File: config.mk
export PLATFORM = sky130hd
export DESIGN_NAME = wrr_arbiter
export DESIGN_NICKNAME = d
export VERILOG_FILES = /design/src/rtl/arb_pkg.sv /design/src/rtl/rr_pick.sv /design/src/rtl/wrr_arbiter.sv
export SDC_FILE = /design/constraint.sdc
export NUM_CORES = 1
export LEC_CHECK = 0
export ABC_AREA = 1
export CAP_MARGIN = 20
export CORE_AREA = 10 10 89 91
export DETAILED_ROUTE_END_ITERATION = 8
export DIE_AREA = 0 0 99 101
export PLACE_DENSITY = 0.83
export SYNTH_ARGS = -nofsm -noshare
export SYNTH_HDL_FRONTEND = slang
export SYNTH_SLANG_ARGS = --single-unit
export TNS_END_PERCENT = 30
File: constraint.sdc
create_clock -name clk -period 3.8 [get_ports clk]
set_input_delay 0.76 -clock clk [delete_from_list [all_inputs] [get_ports clk]]
set_output_delay 0.76 -clock clk [all_outputs]
set_load 0.01 [all_outputs]
File: src/rtl/arb_pkg.sv
// Shared definitions for the weighted round-robin arbiter: FSM encoding and
// small helpers for weight handling and one-hot decoding.
package arb_pkg;

   localparam int MAX_N = 64;

   localparam logic STATE_IDLE = 1'b0;
   localparam logic STATE_HOLD = 1'b1;

   // A programmed weight of zero still grants once.
   function automatic int unsigned eff_weight(input int unsigned w);
      return (w == 0) ? 1 : w;
   endfunction

   function automatic int unsigned onehot_to_bin(input logic [MAX_N-1:0] oh);
      int unsigned idx;
      idx = 0;
      for (int i = 0; i < MAX_N; i++) begin
         if (oh[i]) idx = idx | i;
      end
      return idx;
   endfunction

endpackage

File: src/rtl/rr_pick.sv
// Rotating picker: first requester strictly after the most-recent grantee,
// found by rotate, lowest-set-bit select, rotate back.
module rr_pick
   import arb_pkg::*;
#(
   parameter int WIDTH = 8
) (
   input  logic [WIDTH-1:0] req,
   input  logic [WIDTH-1:0] mrg,
   output logic [WIDTH-1:0] grt
);

   localparam int IDX_W = $clog2(WIDTH);

   logic [IDX_W-1:0]   shift;
   logic [2*WIDTH-1:0] req_dbl;
   logic [2*WIDTH-1:0] pick_dbl;
   logic [WIDTH-1:0]   rot_req;
   logic [WIDTH-1:0]   rot_pick;
   int unsigned        mrg_idx;

   // NOTE: every always_comb output gets a default first so no latch is inferred.
   always_comb begin
      mrg_idx  = onehot_to_bin(MAX_N'(mrg));
      shift    = (mrg_idx == WIDTH - 1) ? '0 : IDX_W'(mrg_idx + 1);
      req_dbl  = {req, req} >> shift;
      rot_req  = req_dbl[WIDTH-1:0];
      rot_pick = rot_req & (~rot_req + WIDTH'(1));
      pick_dbl = {rot_pick, rot_pick} << shift;
      grt      = pick_dbl[2*WIDTH-1:WIDTH];
   end

endmodule

File: src/rtl/wrr_arbiter.sv
// Weighted round-robin arbiter with acknowledge handshake and fixed-priority
// mode; a winner may keep the grant for up to its weight of accepted grants.
module wrr_arbiter
   import arb_pkg::*;
#(
   parameter int WIDTH = 8,
   parameter int WGT_W = 4
) (
   input  logic                       clk,
   input  logic                       rst,
   input  logic [WIDTH-1:0]           req,
   input  logic [WIDTH*WGT_W-1:0]     weight,
   input  logic                       mode,
   input  logic                       ack,
   output logic [WIDTH-1:0]           grt,
   output logic [$clog2(WIDTH)-1:0]   grt_id,
   output logic                       grt_valid,
   output logic                       locked
);

   localparam int ID_W = $clog2(WIDTH);

   logic [WIDTH-1:0] mrg_q,   mrg_d;
   logic [WIDTH-1:0] owner_q, owner_d;
   logic [WGT_W-1:0] cnt_q,   cnt_d;
   logic             state_q, state_d;

   logic [WIDTH-1:0] rr_grt;
   logic [WIDTH-1:0] fp_grt;
   logic [WGT_W-1:0] win_wgt;
   int unsigned      win_eff;
   logic             hold;
   logic             accept;

   rr_pick #(.WIDTH(WIDTH)) u_rr_pick (
      .req (req),
      .mrg (mrg_q),
      .grt (rr_grt)
   );

   assign fp_grt = req & (~req + WIDTH'(1));
   assign hold   = (state_q == STATE_HOLD) & (|(req & owner_q)) & ~mode;

   always_comb begin
      if (hold)      grt = owner_q;
      else if (mode) grt = fp_grt;
      else           grt = rr_grt;
   end

   assign grt_valid = |grt;
   assign grt_id    = ID_W'(onehot_to_bin(MAX_N'(grt)));
   assign locked    = hold;
   assign accept    = ack & grt_valid;

   always_comb begin
      win_wgt = '0;
      for (int i = 0; i < WIDTH; i++) begin
         if (grt[i]) win_wgt = weight[i*WGT_W +: WGT_W];
      end
      win_eff = eff_weight(32'(win_wgt));
   end

   always_comb begin
      mrg_d   = mrg_q;
      owner_d = owner_q;
      cnt_d   = cnt_q;
      state_d = state_q;
      if (mode) begin
         state_d = STATE_IDLE;
         owner_d = '0;
      end else if (accept) begin
         if (hold) begin
            cnt_d = cnt_q - WGT_W'(1);
            if (cnt_q == WGT_W'(1)) begin
               state_d = STATE_IDLE;
               owner_d = '0;
            end
         end else begin
            // Not holding (idle, or the owner dropped its request): fresh win.
            mrg_d = grt;
            if (win_eff == 1) begin
               state_d = STATE_IDLE;
               owner_d = '0;
            end else begin
               state_d = STATE_HOLD;
               owner_d = grt;
               cnt_d   = WGT_W'(win_eff - 1);
            end
         end
      end
   end

   // NOTE: sequential state uses non-blocking assignments only.
   always_ff @(posedge clk or posedge rst) begin
      if (rst) begin
         mrg_q   <= WIDTH'(1) << (WIDTH - 1);
         owner_q <= '0;
         cnt_q   <= '0;
         state_q <= STATE_IDLE;
      end else begin
         mrg_q   <= mrg_d;
         owner_q <= owner_d;
         cnt_q   <= cnt_d;
         state_q <= state_d;
      end
   end

endmodule
==> impl_metrics.toml <==
[drt]
num_vias = 3987
first_pass_iters = 5
drc_errors = 0
wl_per_cell_um = 18.0
via_per_inst = 5.85
antenna_left = 0
routed_wl_um = 12300
drt_iter0_drc = 323

[setup_path]
slowest_stage = "dfrtp_1"
critPathRequiredTime_ns = 3.95
startpoint_type = "register"
ff2ff_setup_slack_ns = -0.38
crit_type = "register to register"
endpoint_kind = "register"
worstPathArrival_ns = 4.34
slowest_delay_ns = 0.41
cpMostUsedCell = "nand2_1"
cp_max_fo = 8

[global_routing]
grt_antenna_before_repair = 0
grt_pass1_vias = 3900
grt_use_total = 0.205
grt-ovfl-total = 0
grt_max_degree = 21
grt_pass1_wl_um = 17300

[clock_tree]
cts.reportedPaths.clkPinSlew_ns = 0.07
cts_sinks = 20
root_buffer = "clkbuf_8"
cts_made_buffers = 3
htreeDepth = 1
hold_buffers = 0
cts_tree = "built"
clock_latency_ns = 0.26
clk_path_buf_depth = 2

[yosys]
synth-simple-area-share = 0.588
synth-main-ff-cell = "dfrtp_1"
synth_fa_ha_area_frac = 0.0229
synth_warnings = 0
async_flop_share = 1.00
avgSynthCellArea_um2 = 5.84
synth-compound-area-share = 0.0858
yosysUniqueCellTypes = 41
synth_edf_count = 0
synth_mux_area_frac = 0
synth_nets = 516
syn_area_mm2 = 0.00273
synth-seq-area-share = 0.184
ys_ff_latch = 20
synthXorXnorAreaFrac = 0.00642
synth_top_family_by_area = "simple AND/OR/NAND/NOR gates"
postSynthCellCount = 467

[placed_design]
io_buffers = 56
place_worst_setup_slack_ns = -0.567
dp.cells = 652
gp_congestion = 0.971
dpl.hpwl_um = 7550

[final_layout]
fin_util = 0.755
syn2layout_area_growth_pct = 71.8
drive_gt1_frac = 0.445
final_common_cell = "nand2_1"
final_cell_mix = "149 x nand2_1, 78 x buf_4, 42 x nand3_2"
diodes = 0
num-nets-final = 655
fin_cells = 682

[floorplan]
die_w_um = 99
core_area_mm2 = 0.00620
start_util = 0.440
fp.dieH_um = 101
io_pins = 57
die-area_mm2 = 0.0100
placementRows = 29

[hold_path]
hold_path_class = "register to register"

[sta]
layout_setup_ws_ns = -0.383
setup_viol = 20
timing.hold.ws_ns = 0.496
fmax_mhz = 239
final_hold_viol_count = 0
slew_headroom = 0.490
rsz0062_at_grt = "true"
fin_crit_ns = 4.18
worst_slew_pin_slew_ns = 0.764
fin_skew_ns = 0.00219
maxSlewViolCount = 0
fin_crit_sh = 1.10

[flow_run]
maxCapViolations = 0

[status]
violations = "setup timing"
outcome = "finished with violations"
-- what timing repair did --
item	4_1_cts	5_1_grt
setup endpoints to repair	25	25
buffers inserted	19	8
pin swaps	39	43
gates resized for setup	92	102
cloned	1	0
-- final timing paths --
path | from | endpoint | depth (start not counted)
max | mrg_q[3]$_DFFE_PP0P_ | cnt_q[2]$_DFFE_PP0P_ | 34
min | owner_q[4]$_DFFE_PP0P_ | owner_q[4]$_DFFE_PP0P_ | 2
max reg2reg | mrg_q[3]$_DFFE_PP0P_ | cnt_q[2]$_DFFE_PP0P_ | 34
min reg2reg | owner_q[4]$_DFFE_PP0P_ | owner_q[4]$_DFFE_PP0P_ | 2
max in group asynchronous | rst | owner_q[2]$_DFFE_PP0P_ | 2
min in group asynchronous | rst | cnt_q[1]$_DFFE_PP0P_ | 2
-- kinds of logic after synthesis --
kind of cell,count (synthesis)
AOI/OAI and AO/OA,39
xor gates and xnor gates,2
adders and majority gates,5
buffers and inverters,71
DFF,20
and+or+nand+nor,330
-- area by class of cell --
type                    instances  area, µm²
fillers                       412       1520
flip-flops and latches         20        502
repair buffers                147       1280
multi-input cells             376       2510
clock buffers                   4       55.1
inverters                      58        246
well taps                      77       96.3
-- state kept, by name (all words and copies together), names as in the netlist --
name     count
mrg_q        7
cnt_q        4
state_q      1
owner_q      8
-- metal layers --
metal | track usage | wire (µm) | up-vias
met3 | 0.0542 | 1140 | 92
li1 | - | - | 1794
met2 | 0.364 | 6100 | 289
met4 | 0.135 | 846 | 0
met5 | 0 | 0 | -
met1 | 0.207 | 4160 | 1812
-- cell usage after synthesis (5+ instances only) --
cell type  instances  area share
nand2_1          176        0.24
dfrtp_1           19        0.17
nand3b_1           5       0.014
nand4_1            6       0.014
o21ai_0           13       0.024
buf_2              6       0.011
inv_1             41       0.056
ha_1               5       0.023
nand3_2           10       0.037
o21ai_1           13       0.024
nor2_1            15       0.021
nand2_4            5       0.021
nand2_2           16       0.037
inv_2             14       0.019
nand3_1           79        0.14
-- per-stage QoR --
step                setup TNS (ns)  area [µm²]
global route                -10.55        4690
global placement             -9.70        3860
floorplan                        0        2800
finish                       -4.65        4690
detailed placement          -11.74        3860
CTS                         -0.379        4280
-- critical path, delay by kind of cell, from the launching register on --
family          cells  cell delay (ns)
fa+ha+maj           2             0.54
compound gates      1             0.20
simple gates       28             2.56
flops               1             0.41
buf+inv             3             0.36
Power is left out: the tool's default activity adds up to more than one toggle a clock period on the data nets, which glitch-free logic cannot reach.
